**src/rtl/fir_requant_if.sv**
```systemverilog
// AXI-Stream bundle for the requantiser: the Q2.30 input stream and the
// Q1.15 output stream, with tuser carrying the per-beat saturation flag.
interface fir_requant_if #(
    parameter int IN_W  = 32,
    parameter int OUT_W = 16
);
    logic [IN_W-1:0]  s_axis_rq_tdata;
    logic             s_axis_rq_tvalid;
    logic             s_axis_rq_tlast;
    logic             s_axis_rq_tready;
    logic [OUT_W-1:0] m_axis_rq_tdata;
    logic             m_axis_rq_tvalid;
    logic             m_axis_rq_tlast;
    logic             m_axis_rq_tuser;
    logic             m_axis_rq_tready;

    // Environment side: feeds the input stream and consumes the output stream.
    modport master (
        output s_axis_rq_tdata, s_axis_rq_tvalid, s_axis_rq_tlast,
        input  s_axis_rq_tready,
        input  m_axis_rq_tdata, m_axis_rq_tvalid, m_axis_rq_tlast, m_axis_rq_tuser,
        output m_axis_rq_tready
    );

    // Requantiser side.
    modport slave (
        input  s_axis_rq_tdata, s_axis_rq_tvalid, s_axis_rq_tlast,
        output s_axis_rq_tready,
        output m_axis_rq_tdata, m_axis_rq_tvalid, m_axis_rq_tlast, m_axis_rq_tuser,
        input  m_axis_rq_tready
    );
endinterface

```
**src/rtl/fir_requant.sv**
```systemverilog
// Requantises the FIR's signed IN_W result to OUT_W bits: round half-up,
// arithmetic right shift by SHIFT, saturate. A two-entry skid buffer (main M,
// skid S) keeps tready registered while sustaining one beat per cycle.
// The interface instance must be parameterised with the same IN_W/OUT_W.
module fir_requant #(
    parameter int IN_W  = 32,
    parameter int OUT_W = 16,
    parameter int SHIFT = 15,
    parameter int CNT_W = 16
) (
    input  logic             clk,
    input  logic             reset,
    fir_requant_if.slave     rq,
    input  logic             sat_clr,
    output logic [CNT_W-1:0] sat_count
);

    typedef enum logic [1:0] {
        EMPTY = 2'd0,
        ONE   = 2'd1,
        FULL  = 2'd2
    } state_t;

    // Rounding constant and saturation bounds at the widened (IN_W+1) width.
    localparam logic signed [IN_W:0] RND   = (IN_W+1)'(1) << (SHIFT - 1);
    localparam logic signed [IN_W:0] Q_MAX = {{(IN_W-OUT_W+2){1'b0}}, {(OUT_W-1){1'b1}}};
    localparam logic signed [IN_W:0] Q_MIN = {{(IN_W-OUT_W+2){1'b1}}, {(OUT_W-1){1'b0}}};
    localparam logic [OUT_W-1:0]     OUT_MAX = {1'b0, {(OUT_W-1){1'b1}}};
    localparam logic [OUT_W-1:0]     OUT_MIN = {1'b1, {(OUT_W-1){1'b0}}};
    localparam logic [CNT_W-1:0]     CNT_ONE = {{(CNT_W-1){1'b0}}, 1'b1};
    localparam logic [CNT_W-1:0]     CNT_MAX = {CNT_W{1'b1}};

    state_t             state_r, next_state_s;
    logic               ready_r;
    logic               m_valid_r;
    logic [OUT_W-1:0]   m_data_r, s_data_r;
    logic               m_last_r, s_last_r;
    logic               m_sat_r, s_sat_r;
    logic [CNT_W-1:0]   sat_count_r;

    logic signed [IN_W:0] sum_s;
    logic signed [IN_W:0] q_s;
    logic [OUT_W-1:0]     data_in_s;
    logic                 sat_in_s;
    logic                 accept_s, drain_s;
    logic                 load_m_in_s, load_s_in_s, move_s_m_s;

    assign accept_s = rq.s_axis_rq_tvalid && ready_r;
    assign drain_s  = m_valid_r && rq.m_axis_rq_tready;

    // Round half-up, shift back to the output scale and clamp to OUT_W bits.
    always_comb begin
        sum_s     = $signed({rq.s_axis_rq_tdata[IN_W-1], rq.s_axis_rq_tdata}) + RND;
        q_s       = sum_s >>> SHIFT;
        data_in_s = q_s[OUT_W-1:0];
        sat_in_s  = 1'b0;
        if (q_s > Q_MAX) begin
            data_in_s = OUT_MAX;
            sat_in_s  = 1'b1;
        end else if (q_s < Q_MIN) begin
            data_in_s = OUT_MIN;
            sat_in_s  = 1'b1;
        end else begin
            data_in_s = q_s[OUT_W-1:0];
            sat_in_s  = 1'b0;
        end
    end

    // Skid-buffer next state and the M/S load controls.
    always_comb begin
        next_state_s = state_r;
        load_m_in_s  = 1'b0;
        load_s_in_s  = 1'b0;
        move_s_m_s   = 1'b0;
        case (state_r)
            EMPTY: begin
                if (accept_s) begin
                    load_m_in_s  = 1'b1;
                    next_state_s = ONE;
                end else begin
                    next_state_s = EMPTY;
                end
            end
            ONE: begin
                if (accept_s && !drain_s) begin
                    load_s_in_s  = 1'b1;
                    next_state_s = FULL;
                end else if (accept_s && drain_s) begin
                    load_m_in_s  = 1'b1;
                    next_state_s = ONE;
                end else if (drain_s) begin
                    next_state_s = EMPTY;
                end else begin
                    next_state_s = ONE;
                end
            end
            FULL: begin
                if (drain_s) begin
                    move_s_m_s   = 1'b1;
                    next_state_s = ONE;
                end else begin
                    next_state_s = FULL;
                end
            end
            default: begin
                next_state_s = EMPTY;
            end
        endcase
    end

    // State register with registered ready/valid decoded from the next state.
    always_ff @(posedge clk or posedge reset) begin
        if (reset) begin
            state_r   <= EMPTY;
            ready_r   <= 1'b0;
            m_valid_r <= 1'b0;
        end else begin
            state_r   <= next_state_s;
            ready_r   <= (next_state_s != FULL);
            m_valid_r <= (next_state_s != EMPTY);
        end
    end

    // Main register: loads a new beat or takes over the skid entry; otherwise holds.
    always_ff @(posedge clk or posedge reset) begin
        if (reset) begin
            m_data_r <= '0;
            m_last_r <= 1'b0;
            m_sat_r  <= 1'b0;
        end else if (load_m_in_s) begin
            m_data_r <= data_in_s;
            m_last_r <= rq.s_axis_rq_tlast;
            m_sat_r  <= sat_in_s;
        end else if (move_s_m_s) begin
            m_data_r <= s_data_r;
            m_last_r <= s_last_r;
            m_sat_r  <= s_sat_r;
        end
    end

    // Skid register: captures the beat accepted while M is stalled.
    always_ff @(posedge clk or posedge reset) begin
        if (reset) begin
            s_data_r <= '0;
            s_last_r <= 1'b0;
            s_sat_r  <= 1'b0;
        end else if (load_s_in_s) begin
            s_data_r <= data_in_s;
            s_last_r <= rq.s_axis_rq_tlast;
            s_sat_r  <= sat_in_s;
        end
    end

    // Saturating count of saturated accepts; a clear coinciding with one leaves 1.
    always_ff @(posedge clk or posedge reset) begin
        if (reset) begin
            sat_count_r <= '0;
        end else if (sat_clr) begin
            sat_count_r <= (accept_s && sat_in_s) ? CNT_ONE : '0;
        end else if (accept_s && sat_in_s && (sat_count_r != CNT_MAX)) begin
            sat_count_r <= sat_count_r + CNT_ONE;
        end
    end

    assign rq.s_axis_rq_tready = ready_r;
    assign rq.m_axis_rq_tvalid = m_valid_r;
    assign rq.m_axis_rq_tdata  = m_data_r;
    assign rq.m_axis_rq_tlast  = m_last_r;
    assign rq.m_axis_rq_tuser  = m_sat_r;
    assign sat_count           = sat_count_r;

endmodule

```
**src/flat_wrapper.sv**
```systemverilog
// flat-port wrapper written by rule: the top's interface ports become plain ports
module fir_requant_flat 
#(
    parameter int IN_W  = 32,
    parameter int OUT_W = 16,
    parameter int SHIFT = 15,
    parameter int CNT_W = 16
)
  (clk, reset, sat_clr, sat_count, rq_s_axis_rq_tdata, rq_s_axis_rq_tvalid, rq_s_axis_rq_tlast, rq_s_axis_rq_tready, rq_m_axis_rq_tdata, rq_m_axis_rq_tvalid, rq_m_axis_rq_tlast, rq_m_axis_rq_tuser, rq_m_axis_rq_tready);
  fir_requant_if #(.IN_W(IN_W), .OUT_W(OUT_W)) rq_i ();
  input  logic clk;
  input  logic reset;
  input  logic sat_clr;
  output logic [CNT_W-1:0] sat_count;
  input wire logic [$bits(rq_i.s_axis_rq_tdata)-1:0] rq_s_axis_rq_tdata;
  input wire logic [$bits(rq_i.s_axis_rq_tvalid)-1:0] rq_s_axis_rq_tvalid;
  input wire logic [$bits(rq_i.s_axis_rq_tlast)-1:0] rq_s_axis_rq_tlast;
  output wire logic [$bits(rq_i.s_axis_rq_tready)-1:0] rq_s_axis_rq_tready;
  output wire logic [$bits(rq_i.m_axis_rq_tdata)-1:0] rq_m_axis_rq_tdata;
  output wire logic [$bits(rq_i.m_axis_rq_tvalid)-1:0] rq_m_axis_rq_tvalid;
  output wire logic [$bits(rq_i.m_axis_rq_tlast)-1:0] rq_m_axis_rq_tlast;
  output wire logic [$bits(rq_i.m_axis_rq_tuser)-1:0] rq_m_axis_rq_tuser;
  input wire logic [$bits(rq_i.m_axis_rq_tready)-1:0] rq_m_axis_rq_tready;
  assign rq_i.s_axis_rq_tdata = rq_s_axis_rq_tdata;
  assign rq_i.s_axis_rq_tvalid = rq_s_axis_rq_tvalid;
  assign rq_i.s_axis_rq_tlast = rq_s_axis_rq_tlast;
  assign rq_s_axis_rq_tready = rq_i.s_axis_rq_tready;
  assign rq_m_axis_rq_tdata = rq_i.m_axis_rq_tdata;
  assign rq_m_axis_rq_tvalid = rq_i.m_axis_rq_tvalid;
  assign rq_m_axis_rq_tlast = rq_i.m_axis_rq_tlast;
  assign rq_m_axis_rq_tuser = rq_i.m_axis_rq_tuser;
  assign rq_i.m_axis_rq_tready = rq_m_axis_rq_tready;
  fir_requant #(.IN_W(IN_W), .OUT_W(OUT_W), .SHIFT(SHIFT), .CNT_W(CNT_W)) u_core (.clk(clk), .reset(reset), .rq(rq_i), .sat_clr(sat_clr), .sat_count(sat_count));
endmodule
```
**config.mk**
```make
export PLATFORM = sky130hd
export DESIGN_NAME = fir_requant_flat
export DESIGN_NICKNAME = d
export VERILOG_FILES = /design/src/rtl/fir_requant_if.sv /design/src/rtl/fir_requant.sv /design/src/flat_wrapper.sv
export SDC_FILE = /design/constraint.sdc
export NUM_CORES = 1
export LEC_CHECK = 0
export ABC_AREA = 1
export ABC_CLOCK_PERIOD_IN_PS = 1830
export BUFFER_PORTS_ARGS = -buffer_cell sky130_fd_sc_hd__buf_2
export CORE_MARGIN = 5
export CORE_UTILIZATION = 54
export DETAILED_ROUTE_END_ITERATION = 12
export MAX_ROUTING_LAYER = met4
export PLACE_DENSITY_LB_ADDON = 0.08
export REMOVE_ABC_BUFFERS = 1
export SLEW_MARGIN = 20
export SYNTH_ARGS = -nofsm -noshare
export SYNTH_HDL_FRONTEND = slang
export SYNTH_SLANG_ARGS = --single-unit
```
**constraint.sdc**
```tcl
create_clock -name clk -period 1.83 [get_ports clk]
set_input_delay 0.0915 -clock clk [delete_from_list [all_inputs] [get_ports clk]]
set_output_delay 0.0915 -clock clk [all_outputs]
set_load 0.03 [all_outputs]
```
==> run_results.csv, run 1 <==
group,metric,value,unit
drt,wl_met3,501,um
setup_path,path_delay_family,"simple AND/OR/NAND/NOR gates",
flow_run,maxCapViolCount,0,
logic_synthesis,syn_area_per_cell,7.55,sq um
logic_synthesis,ys_ff_latch,56,
global_route,antenna_found_initial,0,
sta,max_freq,599,MHz
clock_network,cts_tree,"done",
sta,drv_slew,0,
global_route,grt_overflow,0,
die,core,5890,sq um
setup_path,cp_max_fo,16,
run_status,status,"complete, no violations",
sta,worst_slew_pin_slew,0.467,ns
global_route,grt_pass1_wl,13.9,mm
global_route,grt_max_degree,27,
final_layout,n_fill_cell,544,
drt,vias,3068,
die,num_rows,28,
final_layout,nets,547,
clock_network,cts_buffers,5,
clock_network,worstSkewPairLatency,0.31,ns
final_layout,syn_to_final_growth,18.5,%
logic_synthesis,netlist_area,3250,sq um
final_layout,layout_commonest_cell,"nand2_1",
setup_path,cp.required,2.04,ns
final_layout,antenna_cells,0,
global_route,first_global_vias,2920,
clock_network,cts_root_buf,"clkbuf_8",
sta,rsz0062_at_grt,"no",
drt,viasPerCell,5.28,
logic_synthesis,ys_warn_count,0,
sta,setup-violations-final,0,
pwr,power.leakage,1.99,nW
sta,fin_tns_setup,0,ns
setup_path,path_cells,"ha_1 > nand3_1 > inv_1 > nand4_1 > nand3_4 > nand2_4 > nand2_1 > nand2_1",
die,die_h,87.6,um
setup_path,endpoint_kind,"register",
logic_synthesis,synthCells,431,
logic_synthesis,synthArstFlopShare,100,%
min_path,hp-class,"in2reg",
drt,wl_met2,3.69,mm
logic_synthesis,synth_flop_cell,"dfrtp_1",
clock_network,htree_num_levels,2,
drt,drt_iter0_drc,191,
die,pin_count,74,
setup_path,crit_arrival,1.88,ns
sta,finalHoldViolCount,0,
final_layout,layout_common_cells,"nand2_1 (163), buf_2 (59), dfrtp_1 (56), nor2_1 (35), nand3_1 (35)",
final_layout,regArea,1400,sq um
drt,drt_first_pass_iters,6,
setup_path,crit_top_cell,"nand2_1",
logic_synthesis,synth_edf_count,0,
setup_path,critPathSlowestCell,"dfrtp_1",
pwr,power_density,1260,nW/um^2
setup_path,critPathLaunchType,"register",
placement,post-place-ws,-0.00182,ns
drt,top_layer_used,"met4",
setup_path,critPathMaxStageDelay,0.36,ns
sta,setup_ws,0.160,ns
die,die_w,87.6,um
sta,period_minus_slack,1.67,ns
sta,relSlewSlack,68.8,%
placement,io_buffers,59,
drt,routedWlPerCell,14.2,um
logic_synthesis,yosysUniqueCellTypes,33,
setup_path,timing.critical_path.buf_inv,1,
clock_network,clkSinkCount,56,
placement,gp_congestion,0.936,
drt,drt-met1-wl,4.00,mm
final_layout,layout-drive-gt1-share,21.7,%
logic_synthesis,ys_seq_area_share,43.1,%
die,die_area,7680,sq um
pwr,vdd_drop_max,1190,uV
setup_path,crit_type,"reg2reg",
drt,drc,0,
clock_network,clkTransAtPathRegs,0.10,ns
sta,finalClockSkew,0.00514,ns
clock_network,cts_buffer_depth,2,
die,initial_core_util,55.3,%
drt,ant_nets,0,
global_route,grt_usage,23.4,%
final_layout,multiInputGateArea,1680,sq um
sta,min_period_over_period,91.3,%
placement,dp_hpwl,5.82,mm
drt,wl,8.25,mm
## worst paths after layout
kind	start	slack, ns	depth (start not counted)	end
setup / recovery	u_core.sat_count[1]$_DFFE_PP0P_	0.16	8	u_core.sat_count[6]$_DFFE_PP0P_
hold / removal	rq_s_axis_rq_tlast	0.05	3	u_core.rq.m_axis_rq_tlast$_DFFE_PP0P_
setup reg to reg	u_core.sat_count[1]$_DFFE_PP0P_	0.16	8	u_core.sat_count[6]$_DFFE_PP0P_
hold reg to reg	u_core.s_data_r[8]$_DFFE_PP0P_	0.49	2	u_core.s_data_r[8]$_DFFE_PP0P_
max in group asynchronous	reset	0.95	4	u_core.s_data_r[6]$_DFFE_PP0P_
min in group asynchronous	reset	0.33	3	u_core.sat_count[7]$_DFFE_PP0P_
## power breakdown
part           internal, mW  total (mW)  switching, mW
clock network         0.272       0.693          0.421
logic                 0.730        2.19           1.46
registers              1.70        1.95          0.255
total                  2.70        4.84           2.14
## worst reg2reg max path: cells and delay by family, from the launching register on
kind	cells	cell delay (ns)
buf+inv	1	0.16
flops	1	0.36
fa+ha+maj	1	0.20
simple gates	6	0.86
## registers in the layout, indices dropped and copies added, names as in the netlist
| signal | count |
|---|---|
| u_core.rq.m_axis_rq_tdata | 16 |
| u_core.rq.m_axis_rq_tlast | 1 |
| u_core.rq.m_axis_rq_tuser | 1 |
| u_core.rq.m_axis_rq_tvalid | 1 |
| u_core.rq.s_axis_rq_tready | 1 |
| u_core.s_data_r | 16 |
| u_core.s_last_r | 1 |
| u_core.s_sat_r | 1 |
| u_core.sat_count | 16 |
| u_core.state_r | 2 |
## metal layers
layer  global-route usage, %  vias up
met1                    34.2     1426
li1                        -     1532
met3                    2.45        4
met2                    34.6      106
met5                       -        -
met4                    6.42        0
## logic make-up (layout without fill, tap and decap cells)
logic type | after synthesis | count (layout) | synth area share (%)
and+or+nand+nor | 261 | 261 | 35.0
xor gates and xnor gates | 25 | 25 | 6.73
AOI/OAI and AO/OA | 40 | 40 | 8.04
adders and majority gates | 4 | 4 | 1.54
DFF | 56 | 56 | 43.1
buffers and inverters | 45 | 120 | 5.62
## repair_timing
item	4_1_cts	5_1_grt
setup buffers	0	0
hold buffers	1	0
endpoints found under the setup margin	0	4
gates resized for setup	0	1
endpoints found under the hold margin	18	0
## layout make-up
class,count,area share [%]
timing repair buffer,81,12.3
tap,75,2.43
multi-input combinational,330,43.5
inverter,31,3.02
clock inverter,3,0.617
sequential,56,36.4
clock buffer,5,1.79
## cells in the mapped netlist, types with 4 or more instances
master / count / share of area (%)
clkbuf_1: 9 / 1.0
xor2_1: 19 / 5.1
nand2_1: 163 / 19
nand3_1: 35 / 5.4
nand2_4: 4 / 1.4
nor3_1: 5 / 0.77
dfrtp_1: 56 / 43
inv_1: 25 / 2.9
ha_1: 4 / 1.5
o21ai_0: 8 / 1.2
a32oi_1: 15 / 4.0
o21ai_1: 12 / 1.8
xnor2_1: 6 / 1.6
nor2_1: 35 / 4.0
## through the flow
| step | instance area, sq um | power [mW] | hold slack [ns] | utilization, % | instances |
|---|---|---|---|---|---|
| floorplan | 3190 | 3.40 | 0.246 | - | 417 |
| global placement | 3750 | 4.09 | 0.130 | 63.6 | 572 |
| detailed placement | 3750 | 4.16 | 0.142 | 63.6 | 572 |
| CTS | 3850 | 4.86 | 0.0394 | 65.4 | 581 |
| global route | 3850 | 5.19 | 0.0585 | 65.5 | 581 |
| finish | 3850 | 4.84 | 0.0465 | 65.5 | 581 |
Power figures use the tool's default switching activity.
==> run 2: changes to the inputs <==
Settings changed: ABC_AREA 1 to unset, ABC_CLOCK_PERIOD_IN_PS 1830 to 1900.
Clock period 1.83 ns to 1.9 ns, I/O delays scaled along.
==> run 2 against run 1 <==
The run now ends with setup timing left. Non-clock buffer count grew 56. Largest power group unchanged. Combinational power down 5%. Largest cell class unchanged. First-iteration DRC count rose by 48%. Clock power increased by 18%. Hold slack worse by 0.030 ns. Global-route usage rose by 2.4 points.
==> run_results.csv, run 2 <==
group,metric,value,unit
run_status,status,"finished, violations left",
run_status,violations,"setup timing",
drt,vias,3410,
placement,dp_hpwl,6.54,mm
placement,io_buffers,59,
setup_path,path_cells,"ha_2 > and2_4 > a31oi_4 > buf_4 > o31ai_4 > buf_4 > o31ai_1 > a21oi_2",
logic_synthesis,synthCells,367,
global_route,grt_pass1_wl,15.4,mm
logic_synthesis,synth_flop_cell,"dfrtp_1",
die,die_h,87.9,um
drt,wl,9.57,mm
clock_network,cts_root_buf,"clkbuf_8",
pwr,vdd_drop_max,858,uV
logic_synthesis,ys_warn_count,0,
setup_path,crit_arrival,2.20,ns
logic_synthesis,yosysMostFrequentCell,"dfrtp_1",
clock_network,htree_num_levels,2,
drt,drt_iter0_drc,282,
pwr,power_density,1070,nW/um^2
logic_synthesis,yosys-top-cells-count,"dfrtp_1 (56), o21ai_0 (47), nand2_1 (38)",
sta,max_freq,499,MHz
setup_path,crit_top_cell,"buf_4",
die,die_w,87.9,um
sta,finalHoldViolCount,0,
final_layout,antenna_cells,0,
sta,fin_tns_setup,-0.530,ns
clock_network,cts_buffer_depth,2,
final_layout,syn_to_final_growth,36.3,%
sta,finalClockSkew,0.00578,ns
logic_synthesis,yosysUniqueCellTypes,51,
clock_network,cts_tree,"done",
drt,ant_nets,0,
min_path,hp-class,"in2reg",
global_route,grt_usage,25.8,%
sta,setup-violations-final,11,
placement,post-place-ws,-0.336,ns
final_layout,postLayoutCoreUtil,75.4,%
logic_synthesis,synth_largest_area_cell,"dfrtp_1",
global_route,antenna_found_initial,0,
final_layout,final_cells,568,
sta,setup_ws,-0.102,ns
global_route,first_global_vias,3211,
sta,min_period_over_period,105,%
final_layout,layout_commonest_cell,"buf_4",
final_layout,n_fill_cell,438,
setup_path,crit_type,"reg2reg",
logic_synthesis,ys_ff_latch,56,
final_layout,layout-drive-gt1-share,36.1,%
logic_synthesis,synth_area_leaders,"dfrtp_1 (43%), o21ai_0 (7.2%), nand2_1 (4.4%)",
setup_path,critPathLaunchType,"register",
logic_synthesis,netlist_area,3270,sq um
logic_synthesis,syn_area_per_cell,8.92,sq um
logic_synthesis,ys_seq_area_share,42.8,%
setup_path,critPathMaxStageDelay,0.42,ns
sta,relSlewSlack,61.9,%
sta,rsz0062_at_grt,"yes",
pwr,power.leakage,2.04,nW
global_route,grt_overflow,0,
clock_network,worstSkewPairLatency,0.32,ns
die,initial_core_util,55.3,%
clock_network,clkSinkCount,56,
drt,drc,0,
die,pin_count,74,
placement,dpl.cell_count,549,
logic_synthesis,synthArstFlopShare,100,%
setup_path,endpoint_kind,"register",
placement,gp_congestion,0.934,
final_layout,nets,534,
die,die_area,7720,sq um
setup_path,cp.required,2.09,ns
global_route,grt_max_degree,36,
logic_synthesis,synth_edf_count,0,
drt,routedWlPerCell,16.8,um
sta,worst_slew_pin_slew,0.571,ns
flow_run,maxCapViolCount,0,
drt,drt_first_pass_iters,5,
clock_network,clkTransAtPathRegs,0.11,ns
drt,viasPerCell,6.00,
die,num_rows,28,
die,core,5920,sq um
sta,period_minus_slack,2.00,ns
final_layout,layout_common_cells,"buf_4 (72), buf_2 (59), dfrtp_1 (56), o21ai_0 (46), nand2_1 (37)",
sta,drv_slew,0,
setup_path,critPathSlowestCell,"dfrtp_1",
clock_network,cts_buffers,5,
logic_synthesis,yosys.area.top_type_share,42.8,%
setup_path,cp_max_fo,11,
-- run 2: cell types whose count changed after synthesis, moves of 11 or more --
| cell | change |
|---|---|
| a21oi_1 | +15 |
| o21ai_1 | -12 |
| a22oi_1 | +14 |
| xor2_1 | -18 |
| nand2_1 | -125 |
| or4_1 | +11 |
| a32oi_1 | -15 |
| nand3_1 | -17 |
| o31ai_1 | +13 |
| inv_1 | -14 |
| nor2_1 | -15 |
| o21ai_0 | +39 |
-- run 2: cell type report --
type                            count  area (sq um)  share of cell area [%]
Tap cell                           75          93.8                    2.10
Multi-Input combinational cell    281          1870                    42.0
Sequential cell                    56          1400                    31.4
Timing Repair Buffer              137           937                    21.0
Inverter                           11          41.3                   0.925
Clock buffer                        5          68.8                    1.54
Clock inverter                      3          47.5                    1.07
-- run 2: power breakdown --
| group | total (mW) | internal (mW) | switching [mW] |
|---|---|---|---|
| combinational | 2.09 | 0.770 | 1.32 |
| clock | 0.817 | 0.398 | 0.419 |
| sequential | 1.85 | 1.61 | 0.235 |
-- run 2: final timing paths --
| path | to | slack [ns] | startpoint | cells past startpoint |
|---|---|---|---|---|
| min in group asynchronous | u_core.sat_count[4]$_DFFE_PP0P_ | 0.24 | reset | 3 |
| max in group asynchronous | u_core.s_data_r[9]$_DFFE_PP0P_ | 1.14 | reset | 4 |
| worst max-delay path | u_core.sat_count[6]$_DFFE_PP0P_ | -0.10 | u_core.sat_count[1]$_DFFE_PP0P_ | 8 |
| worst min-delay path | u_core.s_last_r$_DFFE_PP0P_ | 0.02 | rq_s_axis_rq_tlast | 2 |
| worst min register to register | u_core.s_data_r[15]$_DFFE_PP0P_ | 0.49 | u_core.s_data_r[15]$_DFFE_PP0P_ | 2 |
| worst max register to register | u_core.sat_count[6]$_DFFE_PP0P_ | -0.10 | u_core.sat_count[1]$_DFFE_PP0P_ | 8 |
-- run 2: repair_timing --
action,CTS,global route
hold buffers,1,0
hold endpoints to repair,38,0
gates resized for setup,9,17
gates cloned,2,0
buffers inserted,3,6
setup endpoints to repair,16,16
pin swaps,7,15
-- run 2: per-layer routing --
| layer | vias to the layer above | part of all wire, % | GRT usage, % |
|---|---|---|---|
| li1 | 1614 | - | - |
| met3 | 20 | 4.7 | 3.39 |
| met1 | 1668 | 43 | 33.8 |
| met5 | - | 0 | - |
| met2 | 108 | 51 | 42.2 |
| met4 | 0 | 1.5 | 6.97 |
-- run 2: kinds of logic after synthesis --
kind of cell	after synthesis	synth area share, %
compound gates	117	22.8
xor+xnor	14	3.98
fa+ha+maj	5	1.83
buf+inv	32	4.28
flops	56	42.8
mux	6	1.95
simple gates	137	22.4
-- run 2: worst max-delay path: cells and delay by family, from the launching register on --
| family | cells | cell delay, ns |
|---|---|---|
| AOI/OAI and AO/OA | 4 | 0.74 |
| DFF | 1 | 0.42 |
| buffers and inverters | 2 | 0.34 |
| adders and majority gates | 1 | 0.22 |
| and+or+nand+nor | 1 | 0.15 |
-- run 2: through the flow --
step                      power, mW  hold WS [ns]  area, sq um
final                          4.76        0.0163         4460
after global routing           5.07        0.0121         4460
after CTS                      4.71        0.0167         4350
after detailed placement       3.87        0.0417         4140
after global placement         3.78        0.0385         4130
after floorplan                3.07         0.158         3170
==> run 3: changes to the inputs <==
Settings changed: REMOVE_ABC_BUFFERS 1 to unset.
==> run 3 against run 2 <==
The flow still finishes with violations (setup timing). First-iteration DRC count shrank 8.5%. Clock skew rose by 0.0042 ns. Sequential cell count is the same. Utilization up 0.063 points. Sequential power is essentially flat. Non-clock buffer count shrank 5. Hold slack improved by 0.028 ns. Wire length fell by 4.3%. Setup slack improved by 0.0097 ns. Critical path depth is 1 lower. Combinational power hardly changed. Critical path type unchanged.
==> run_results.csv, run 3 (synthesis results as in run 2) <==
group,metric,value,unit
clock_network,cts_buffer_depth,2,
min_path,hp-class,"in2reg",
sta,max_freq,502,MHz
final_layout,antenna_cells,0,
final_layout,layout_common_cells,"buf_4 (70), buf_2 (59), dfrtp_1 (48), o21ai_0 (44), nand2_1 (36)",
sta,setup_ws,-0.0927,ns
sta,min_period_over_period,105,%
sta,finalClockSkew,0.00996,ns
setup_path,crit_arrival,2.24,ns
drt,viasPerCell,5.98,
global_route,grt_usage,24.7,%
pwr,power_density,1030,nW/um^2
drt,ant_nets,0,
clock_network,cts_buffers,5,
sta,relSlewSlack,60.0,%
clock_network,clkTransAtPathRegs,0.11,ns
final_layout,layout-drive-gt1-share,38.4,%
die,die_h,87.9,um
final_layout,syn_to_final_growth,36.4,%
final_layout,postLayoutCoreUtil,75.4,%
logic_synthesis,synth.net_count,409,
setup_path,endpoint_kind,"register",
clock_network,worstSkewPairLatency,0.32,ns
run_status,violations,"setup timing",
final_layout,final_area,4470,sq um
die,die_area,7720,sq um
sta,setup-violations-final,3,
flow_run,maxCapViolCount,0,
min_path,hold_depth,2,
global_route,first_global_vias,3103,
final_layout,layout_commonest_cell,"buf_4",
sta,drv_slew,0,
sta,period_minus_slack,1.99,ns
clock_network,clkSinkCount,56,
sta,finalHoldViolCount,0,
global_route,grt_overflow,0,
setup_path,cp.required,2.14,ns
placement,gp_congestion,0.808,
final_layout,n_fill_cell,456,
die,initial_core_util,55.3,%
global_route,grt_max_degree,37,
setup_path,crit_type,"reg2reg",
placement,io_buffers,59,
placement,dp_hpwl,6.36,mm
clock_network,htree_num_levels,2,
pwr,vdd_drop_max,918,uV
setup_path,reg2regPathDepth,7,
die,num_rows,28,
die,pin_count,74,
final_layout,nets,531,
sta,holdWs,0.0441,ns
run_status,status,"finished, violations left",
die,core,5920,sq um
drt,drc,0,
die,die_w,87.9,um
drt,vias,3376,
drt,wl,9.15,mm
global_route,antenna_found_initial,0,
sta,worst_slew_pin_slew,0.600,ns
pwr,power.leakage,1.98,nW
setup_path,critPathLaunchType,"register",
clock_network,cts_root_buf,"clkbuf_8",
clock_network,cts_tree,"done",
placement,dpl_cell_area,4170,sq um
drt,routedWlPerCell,16.2,um
drt,drt_iter0_drc,258,
drt,drt_first_pass_iters,4,
setup_path,cp_max_fo,4,
global_route,grt_pass1_wl,14.8,mm
sta,rsz0062_at_grt,"yes",
[run 3: worst max-delay path, stage by stage (launching register included)]
cell and delay, ns:
dfrtp_2 0.42, and3_4 0.18, and2_4 0.17, a31oi_4 0.27
buf_6 0.17, nand2_4 0.04, or4_4 0.54, a21oi_2 0.14
[run 3: where the power goes]
group / switching [mW] / internal, mW
sequential: 0.239 / 1.61
combinational: 1.31 / 0.757
clock: 0.423 / 0.272
[run 3: area by class of cell]
cell class | count | area [sq um] | area share (%)
clock buffers | 5 | 68.8 | 1.54
clock inverters | 3 | 27.5 | 0.616
inverters | 11 | 41.3 | 0.925
multi-input cells | 283 | 1960 | 43.9
flip-flops and latches | 56 | 1410 | 31.6
well taps | 75 | 93.8 | 2.10
repair buffers | 132 | 862 | 19.3
[run 3: path summary, 6_finish.rpt]
check	endpoint	startpoint	slack [ns]
min in group asynchronous	u_core.sat_count[3]$_DFFE_PP0P_	reset	0.34
worst min register to register	u_core.s_data_r[13]$_DFFE_PP0P_	u_core.s_data_r[13]$_DFFE_PP0P_	0.49
worst min-delay path	u_core.s_last_r$_DFFE_PP0P_	rq_s_axis_rq_tlast	0.04
worst max-delay path	u_core.sat_count[9]$_DFFE_PP0P_	u_core.sat_count[4]$_DFFE_PP0P_	-0.09
worst max register to register	u_core.sat_count[9]$_DFFE_PP0P_	u_core.sat_count[4]$_DFFE_PP0P_	-0.09
max in group asynchronous	u_core.s_data_r[12]$_DFFE_PP0P_	reset	1.01
[run 3: through the flow]
step                setup slack, ns  total power, mW  instances  TNS, ns
floorplan                    -0.138             3.16        367    -1.14
global placement             -0.392             3.80        546    -6.04
detailed placement           -0.503             3.87        546    -8.65
CTS                         -0.0130             4.59        558  -0.0130
global route                 -0.139             4.92        565   -0.655
finish                      -0.0927             4.62        565   -0.139
[run 3: routing by layer]
| metal | wire [um] | track usage [%] | up-vias |
|---|---|---|---|
| li1 | - | - | 1618 |
| met1 | 4170 | 34.6 | 1629 |
| met2 | 4370 | 38.5 | 117 |
| met3 | 501 | 3.20 | 12 |
| met4 | 110 | 5.16 | 0 |
| met5 | 0 | - | - |
[run 3: repair_timing]
| item | 4_1_cts | 5_1_grt |
|---|---|---|
| gates cloned | 3 | 1 |
| gates resized for setup | 5 | 18 |
| pin swaps | 4 | 8 |
| hold endpoints to repair | 20 | 0 |
| endpoints found under the setup margin | 18 | 36 |
| hold buffers | 1 | 0 |
| buffers inserted | 0 | 6 |
